`config.mk`:
```
export PLATFORM = sky130hd
export DESIGN_NAME = cpu_out_uart_flat
export DESIGN_NICKNAME = d
export VERILOG_FILES = /design/src/rtl/cpu_out_uart_if.sv /design/src/rtl/cpu_out_uart.sv /design/src/flat_wrapper.sv
export SDC_FILE = /design/constraint.sdc
export NUM_CORES = 1
export LEC_CHECK = 0
export BUFFER_PORTS_ARGS = -buffer_cell sky130_fd_sc_hd__buf_2
export CORE_MARGIN = 5
export CORE_UTILIZATION = 60
export CTS_BUF_LIST = sky130_fd_sc_hd__clkbuf_8
export CTS_CLUSTER_SIZE = 25
export DETAILED_ROUTE_END_ITERATION = 16
export GPL_TIMING_DRIVEN = 0
export HOLD_SLACK_MARGIN = 0.08
export PLACE_DENSITY_LB_ADDON = 0.3
export SYNTH_ARGS = -nofsm -noshare
export SYNTH_HDL_FRONTEND = slang
export SYNTH_SLANG_ARGS = --single-unit
```
`constraint.sdc`:
```
create_clock -name clk -period 3.5 [get_ports clk]
set_input_delay 0.525 -clock clk [delete_from_list [all_inputs] [get_ports clk]]
set_output_delay 0.525 -clock clk [all_outputs]
set_load 0.03 [all_outputs]
```
`src/rtl/cpu_out_uart_if.sv`:
```
// CPU output bus and serial status bundle for cpu_out_uart.
// The master drives cpu_out; the slave (the UART) drives the rest.
interface cpu_out_uart_if #(
  parameter int DATA_WIDTH = 16,
  parameter int DEPTH      = 8
);
  localparam int CW = $clog2(DEPTH) + 1;

  logic [DATA_WIDTH-1:0] cpu_out;
  logic                  tx;
  logic                  busy;
  logic                  empty;
  logic                  full;
  logic [CW-1:0]         count;
  logic                  overflow;

  modport master (
    output cpu_out,
    input  tx, busy, empty, full, count, overflow
  );

  modport slave (
    input  cpu_out,
    output tx, busy, empty, full, count, overflow
  );
endinterface

```
`src/rtl/cpu_out_uart.sv`:
```
// Captures each change on the CPU out bus into a FIFO and
// ships queued words as start/data(LSB first)/stop serial frames.
module cpu_out_uart #(
  parameter int DATA_WIDTH   = 16,
  parameter int DEPTH        = 8,
  parameter int CLKS_PER_BIT = 4
) (
  input logic           clk,
  input logic           rst_n,
  cpu_out_uart_if.slave bus
);
  localparam int AW = $clog2(DEPTH);
  localparam int NW = AW + 1;
  localparam int BW = (CLKS_PER_BIT > 1) ?
                      $clog2(CLKS_PER_BIT) : 1;
  localparam int IW = (DATA_WIDTH > 1) ?
                      $clog2(DATA_WIDTH) : 1;

  typedef enum logic [1:0] {
    IDLE,
    START,
    DATA,
    STOP
  } state_t;

  logic [DATA_WIDTH-1:0] last_seen;
  logic [DATA_WIDTH-1:0] mem [DEPTH];
  logic [AW-1:0]         wr_ptr;
  logic [AW-1:0]         rd_ptr;
  logic [NW-1:0]         count_q;
  logic                  overflow_q;
  state_t                state;
  logic [BW-1:0]         baud;
  logic [IW-1:0]         bit_idx;
  logic [DATA_WIDTH-1:0] shreg;
  logic                  tx_q;

  logic push_req;
  logic full_w;
  logic empty_w;
  logic pop;
  logic push;
  logic baud_done;
  logic bit_last;

  assign push_req  = bus.cpu_out != last_seen;
  assign full_w    = count_q == NW'(DEPTH);
  assign empty_w   = count_q == '0;
  assign pop       = (state == IDLE) && !empty_w;
  // A full FIFO still accepts when the head leaves on the same edge
  assign push      = push_req && (!full_w || pop);
  assign baud_done = baud == BW'(CLKS_PER_BIT - 1);
  assign bit_last  = bit_idx == IW'(DATA_WIDTH - 1);

  always_ff @(posedge clk or negedge rst_n) begin
    if (!rst_n) begin
      last_seen  <= '0;
      wr_ptr     <= '0;
      rd_ptr     <= '0;
      count_q    <= '0;
      overflow_q <= 1'b0;
    end else begin
      last_seen <= bus.cpu_out;
      if (push)
        wr_ptr <= wr_ptr + AW'(1);
      if (pop)
        rd_ptr <= rd_ptr + AW'(1);
      if (push_req && !push)
        overflow_q <= 1'b1;
      case ({push, pop})
        2'b10:   count_q <= count_q + NW'(1);
        2'b01:   count_q <= count_q - NW'(1);
        default: count_q <= count_q;
      endcase
    end
  end

  always_ff @(posedge clk) begin
    if (push)
      mem[wr_ptr] <= bus.cpu_out;
  end

  always_ff @(posedge clk or negedge rst_n) begin
    if (!rst_n) begin
      state   <= IDLE;
      baud    <= '0;
      bit_idx <= '0;
      shreg   <= '0;
      tx_q    <= 1'b1;
    end else begin
      case (state)
        IDLE: begin
          baud    <= '0;
          bit_idx <= '0;
          tx_q    <= 1'b1;
          if (pop) begin
            shreg <= mem[rd_ptr];
            state <= START;
            tx_q  <= 1'b0;
          end
        end
        START: begin
          if (baud_done) begin
            baud  <= '0;
            state <= DATA;
            tx_q  <= shreg[0];
          end else begin
            baud <= baud + BW'(1);
          end
        end
        DATA: begin
          if (baud_done) begin
            baud <= '0;
            if (bit_last) begin
              state <= STOP;
              tx_q  <= 1'b1;
            end else begin
              bit_idx <= bit_idx + IW'(1);
              shreg   <= shreg >> 1;
              tx_q    <= shreg[1];
            end
          end else begin
            baud <= baud + BW'(1);
          end
        end
        STOP: begin
          if (baud_done) begin
            baud  <= '0;
            state <= IDLE;
          end else begin
            baud <= baud + BW'(1);
          end
        end
        default: state <= IDLE;
      endcase
    end
  end

  assign bus.tx       = tx_q;
  assign bus.busy     = state != IDLE;
  assign bus.empty    = empty_w;
  assign bus.full     = full_w;
  assign bus.count    = count_q;
  assign bus.overflow = overflow_q;
endmodule
```
`src/flat_wrapper.sv`:
```
// flat-port wrapper written by rule: the top's interface ports become plain ports
module cpu_out_uart_flat 
#(
  parameter int DATA_WIDTH   = 16,
  parameter int DEPTH        = 8,
  parameter int CLKS_PER_BIT = 4
)
  (clk, rst_n, bus_cpu_out, bus_tx, bus_busy, bus_empty, bus_full, bus_count, bus_overflow);
  cpu_out_uart_if #(.DATA_WIDTH(DATA_WIDTH), .DEPTH(DEPTH)) bus_i ();
  input logic clk;
  input logic rst_n;
  input wire logic [$bits(bus_i.cpu_out)-1:0] bus_cpu_out;
  output wire logic [$bits(bus_i.tx)-1:0] bus_tx;
  output wire logic [$bits(bus_i.busy)-1:0] bus_busy;
  output wire logic [$bits(bus_i.empty)-1:0] bus_empty;
  output wire logic [$bits(bus_i.full)-1:0] bus_full;
  output wire logic [$bits(bus_i.count)-1:0] bus_count;
  output wire logic [$bits(bus_i.overflow)-1:0] bus_overflow;
  assign bus_i.cpu_out = bus_cpu_out;
  assign bus_tx = bus_i.tx;
  assign bus_busy = bus_i.busy;
  assign bus_empty = bus_i.empty;
  assign bus_full = bus_i.full;
  assign bus_count = bus_i.count;
  assign bus_overflow = bus_i.overflow;
  cpu_out_uart #(.DATA_WIDTH(DATA_WIDTH), .DEPTH(DEPTH), .CLKS_PER_BIT(CLKS_PER_BIT)) u_core (.clk(clk), .rst_n(rst_n), .bus(bus_i));
endmodule
```
# Word level (Yosys, flattened, before mapping)

Memories as Yosys holds them, arrays and structs flattened.
Index checks and enable logic that the tools add are counted.

Bits in registers: 52
Bits in writable memories: 128
Bits of input ports: 18
Memories: 1

Memory list:

| name       | words | width | read ports | clocked after memory_dff | write ports | line               | text |
|---|---|---|---|---|---|---|---|
| u_core.mem | 8     | 16    | 1          | 0                        | 1           | cpu_out_uart.sv:27 | `logic [DATA_WIDTH-1:0] mem [DEPTH];` |

$add $sub $neg: 6
Equal/unequal tests: 15
Muxes and demuxes: 23
Reduce and logical (&&, ||, !) cells: 18

Operators by type and width:

| cell                  | number |
|---|---|
| $mux W16              | 3 |
| $pmux W16 S2          | 1 |
| $ne A16 B16 Y1        | 1 |
| $pmux W4 S2           | 2 |
| $mux W2               | 6 |
| $ne A2 B1 Y1 const B  | 5 |
| $add A4 B1 Y4 const B | 2 |
| $eq A2 B2 Y1 const B  | 4 |
| $eq A4 B4 Y1 const B  | 2 |
| $mux W4               | 2 |
| $pmux W2 S4           | 1 |
| $add A3 B1 Y3 const B | 2 |
| $mux W1               | 6 |
| $reduce_and A3 Y1     | 2 |
| $reduce_bool A2 Y1    | 3 |
| $reduce_and A5 Y1     | 1 |
| $eq A2 B1 Y1 const B  | 2 |
| $logic_not A4 Y1      | 1 |
| $pmux W2 S2           | 1 |
| $reduce_and A4 Y1     | 1 |
| $sub A4 B1 Y4 const B | 1 |
| $logic_and A1 B1 Y1   | 3 |
| $logic_not A1 Y1      | 3 |
| $pmux W1 S3           | 1 |
| 6 further kinds       | 6 |

# Logic depth before layout (Yosys ltp)

Word-level depth: 7
Gate-level depth with buffers: 11
Mapped depth without buffers: 11

# Worst setup path before layout

Ideal clock, no wire load.

Path kind: register to register
Start point: register u_core.count_q[1] (netlist: u_core.bus.count[1])
End point: register u_core.count_q[3] (netlist: u_core.bus.count[3])
Library setup time: 0.135 ns
Arrival: 2.754 ns
Setup slack: 0.611 ns
Stages on the path, launching flop included: 11
Buffers on the path: 0
Path through: dfrtp_1 > nor4_2 > nand2b_1 > or2_2 > inv_1 > ha_1 > a21o_1 > a21oi_1 > and2_1 > mux2i_1 > xnor2_1

Longest elaborated chain between the ends: 7
Elaborated cells on any way between the ends: 13
Classes of those cells: add/sub (2); eq/ne (3); mux (1); reduce/logical (7)

Ends and longest elaborated chain:

| what                                                     | line               | text |
|---|---|---|
| start: declaration                                       | cpu_out_uart.sv:30 | `logic [NW-1:0] count_q;` |
| start signal: assignment                                 | cpu_out_uart.sv:71 | `2'b10: count_q <= count_q + NW'(1);` |
| start signal: assignment                                 | cpu_out_uart.sv:72 | `2'b01: count_q <= count_q - NW'(1);` |
| start signal: assignment                                 | cpu_out_uart.sv:73 | `default: count_q <= count_q;` |
| $logic_not A4 Y1 *                                       | cpu_out_uart.sv:48 | `assign empty_w = count_q == '0;` |
| named net bus_empty                                      | flat_wrapper.sv:15 | `output wire logic [$bits(bus_i.empty)-1:0] bus_empty;` |
| $logic_not A1 Y1 *                                       | cpu_out_uart.sv:49 | `assign pop = (state == IDLE) && !empty_w;` |
| $logic_and A1 B1 Y1 *                                    | cpu_out_uart.sv:49 |  |
| $logic_or A1 B1 Y1                                       | cpu_out_uart.sv:51 | `assign push = push_req && (!full_w \|\| pop);` |
| $logic_and A1 B1 Y1                                      | cpu_out_uart.sv:51 |  |
| $eq A2 B1 Y1 / $eq A2 B2 Y1 (equally long branches)      | cpu_out_uart.sv:70 | `case ({push, pop})` |
| $pmux W4 S2 / $reduce_bool A2 Y1 (equally long branches) | n/a                |  |

The timed path passes the listed nets; every way through them passes the cells marked *.
A chain may end at the register's enable or synchronous reset.

# Final worst setup path

Start point: register u_core.last_seen[3]
End point: register u_core.count_q[3] (netlist: u_core.bus.count[3])

Longest elaborated chain between the ends: 4
Elaborated cells on any way between the ends: 6
Classes of those cells: eq/ne (3); mux (1); reduce/logical (2)

Ends and longest elaborated chain:

| what                                                     | line               | text |
|---|---|---|
| start: declaration                                       | cpu_out_uart.sv:26 | `logic [DATA_WIDTH-1:0] last_seen;` |
| start signal: assignment                                 | cpu_out_uart.sv:63 | `last_seen <= bus.cpu_out;` |
| $ne A16 B16 Y1 *                                         | cpu_out_uart.sv:46 | `assign push_req = bus.cpu_out != last_seen;` |
| $logic_and A1 B1 Y1 *                                    | cpu_out_uart.sv:51 |  |
| $eq A2 B1 Y1 / $eq A2 B2 Y1 (equally long branches)      | cpu_out_uart.sv:70 |  |
| $pmux W4 S2 / $reduce_bool A2 Y1 (equally long branches) | n/a                |  |

Mark *: on every way between the ends. The rest lies on a longest branch, timed or not.

==> flow_summary_export.csv <==
group,metric,value,unit
sta,fmax,312,MHz
power,power,5.40,mW
critical_path,worst_r2r_path_depth,11,
grt,grt_pass1_wl,22000,µm
run,drv_cap,0,
die,io_pins,27,
critical_path,r2r-start,"u_core.last_seen[3]",
sta,fin_crit,3.21,ns
die,fp-row-count,40,
sta,period_share,0.917,
die,chipWidth,121,µm
place,place_area,0.00787,mm²
yosys,ys_types,41,
grt,grt_max_degree,53,
route,wirelength,13700,µm
route,wire_per_inst,22.0,µm
critical_path,worstPathRequired,3.85,ns
yosys,async_flop_share,0.289,
power,peakVddDrop,0.356,mV
place,detailed_place_hpwl,9210,µm
critical_path,crit_type,"flop to flop",
run_status,outcome,"finished clean",
sta,relSlewSlack,0.167,
route,vias_per_cell,5.99,
final_layout,num-nets-final,495,
min_path,hold_path.class,"primary input to flop",
grt,grt_pass1_vias,4074,
yosys,syn_area_per_cell,17.9,µm²
clock_network,cts.clk_slew.worst_paths,0.09,ns
yosys,synth-seq-cells,180,
sta,final.setup.tns,0,ns
route,drtIter0Drc,321,
route,drc_errors,0,
clock_network,postCtsSetupBuffers,0,
grt,overflow,0,
die,start_util,0.612,
final_layout,fin_cells,625,
clock_network,ctsRootBufferMaster,"clkbuf_8",
power,p_leak,3.12,nW
final_layout,diodes,0,
die,coreArea,0.0120,mm²
yosys,yosysSeqAreaShare,0.700,
final_layout,drive_above_1_share,0.247,
sta,final-hold-violation-count,0,
clock_network,cts_sinks,180,
clock_network,cts_resized,0,
yosys,synth-edff-count,128,
die,die_h,121,µm
sta,rsz0062_at_grt,"no",
route,postRouteAntennaNets,0,
yosys,ys_warn_count,0,
clock_network,numCtsBuffers,17,
yosys,syn_inst,410,
sta,worst_slack,0.291,ns
place,gp_congestion,0.823,
clock_network,cts_tree,"built",
grt,grtUsageTotal,0.207,
power,power.density,654,mW/mm²
yosys,synth_area,0.00735,mm²
sta,finalSetupViolations,0,
grt,antenna_found_initial,0,
clock_network,h-tree-depth,4,
clock_network,clockBufferDepth,2,
final_layout,fillerInstances,783,
critical_path,startpoint,"u_core.last_seen[3]",
sta,drv_slew,0,
critical_path,cp-start-kind,"flop",
critical_path,arrival,3.56,ns
route,first_pass_iters,5,
place,detailedPlace.worstSlack,-0.101,ns
min_path,worstHoldStart,"bus_cpu_out[12]",
clock_network,cts_hold_buf,0,
sta,tightest_slew,1.25,ns
place,io_buffer_count,26,
clock_network,worstSkewPairLatency,0.47,ns
route,via_count,3745,
yosys,synth_fp_nets,440,
yosys,synth_ff_type,"edfxtp_1",
sta,fin_skew,0.0111,ns
critical_path,endpoint_kind,"flop",
final_layout,layout-area-overhead-vs-synth,12.5,%
critical_path,crit_fanout,9,
final_layout,final_area,0.00826,mm²
die,die_area,0.0146,mm²
min_path,hold_depth,1,
place,dpl.cell_count,593,
-- layout by cell type (no fill, tap or decap), drive strengths merged --
cell	n
a21o	2
mux4	32
fa	1
and2	3
o41ai	1
nand2	26
nand3	3
edfxtp	128
xnor2	6
nand3b	1
bufinv	2
nor2b	1
clkbuf	23
dfstp	1
and3	2
a21oi	1
a22o	1
dfrtp	51
xor2	20
a22oi	7
nand2b	5
nor2	17
nor3	6
or2	1
buf	46
inv	12
mux2	18
ha	11
nand4	2
nor4	5
o21ai	21
mux2i	11
clkinvlp	2
clkinv	6
o2bb2ai	1
a221oi	2
-- power breakdown --
part / leakage, nW / total [mW] / switching, mW / internal [mW]
combinational: 1.12 / 1.08 / 0.622 / 0.458
clock: 0.196 / 1.38 / 0.740 / 0.640
sequential: 1.80 / 2.94 / 0.153 / 2.79
total: 3.12 / 5.40 / 1.51 / 3.89
-- worst max-delay path, cell delays in order, from the launching register on --
cell and delay [ns]:
dfrtp_1 0.38, xor2_1 0.16, nor4_1 0.63, nand4_2 0.47
or2_2 0.44, inv_1 0.09, ha_1 0.23, a21o_1 0.17
a21oi_1 0.17, and2_1 0.15, mux2i_1 0.07, xnor2_1 0.13
-- layer usage --
metal,vias to the layer above,part of all wire,track usage
met4,0,0.016,0.0758
met2,109,0.51,0.337
met5,-,0,0
met1,1915,0.42,0.273
met3,19,0.059,0.0510
li1,1702,-,-
-- through the flow --
step / utilization / hold WS, ns
2_1_floorplan: - / 0.229
3_3_place_gp: 0.638 / 0.429
3_5_place_dp: 0.655 / 0.432
4_1_cts: 0.688 / 0.237
5_1_grt: 0.688 / 0.234
6_report: 0.688 / 0.260
-- Yosys cell counts (4+ instances only) --
cell type | n | area share
edfxtp_1 | 128 | 0.52
dfrtp_1 | 51 | 0.17
nand2_1 | 26 | 0.013
mux4_1 | 22 | 0.079
xor2_1 | 20 | 0.024
mux2_2 | 17 | 0.026
nor2_1 | 17 | 0.0087
o21ai_0 | 13 | 0.0089
ha_1 | 11 | 0.019
mux2i_1 | 10 | 0.014
mux4_2 | 10 | 0.031
o21ai_1 | 8 | 0.0054
a22oi_1 | 7 | 0.0072
inv_1 | 7 | 0.0036
buf_2 | 6 | 0.0041
clkbuf_1 | 6 | 0.0031
nor3_1 | 6 | 0.0041
xnor2_1 | 6 | 0.0072
nand2b_1 | 5 | 0.0043
buf_6 | 4 | 0.0061
nor4_1 | 4 | 0.0034
-- path summary, 6_finish.rpt --
path | to | slack, ns
worst min register to register | u_core.baud[0] | 0.44
min in group asynchronous | u_core.last_seen[13] | 0.32
worst max register to register | u_core.bus.count[3] | 0.29
max in group asynchronous | u_core.last_seen[8] | 2.41
worst max-delay path | u_core.bus.count[3] | 0.29
worst min-delay path | u_core.last_seen[12] | 0.26
-- sequential cells by signal (all words and copies together), names as in the netlist, 2 cells and up --
register	cells
u_core.bit_idx	4
u_core.rd_ptr	3
u_core.last_seen	16
u_core.wr_ptr	3
u_core.state	2
u_core.bus.count	4
u_core.mem	128
u_core.shreg	16
u_core.baud	2
-- logic make-up (layout without fill, tap and decap cells) --
kind of cell,count (synthesis),in the layout,synth area share
compound gates,36,36,0.0301
flops,180,180,0.700
simple gates,72,72,0.0473
buf+inv,23,91,0.0169
mux,61,61,0.153
fa+ha+maj,12,12,0.0215
xor+xnor,26,26,0.0310
-- layout make-up --
class	instances	area (µm²)	share of cell area
Sequential cell	180	5150	0.623
Multi-Input combinational cell	207	2100	0.255
Timing Repair Buffer	36	315	0.0382
Clock buffer	17	234	0.0283
Tap cell	147	184	0.0223
Clock inverter	15	158	0.0191
Buffer	16	97.6	0.0118
Inverter	7	26.3	0.00318
No activity file was read; power rests on OpenSTA's default activity.
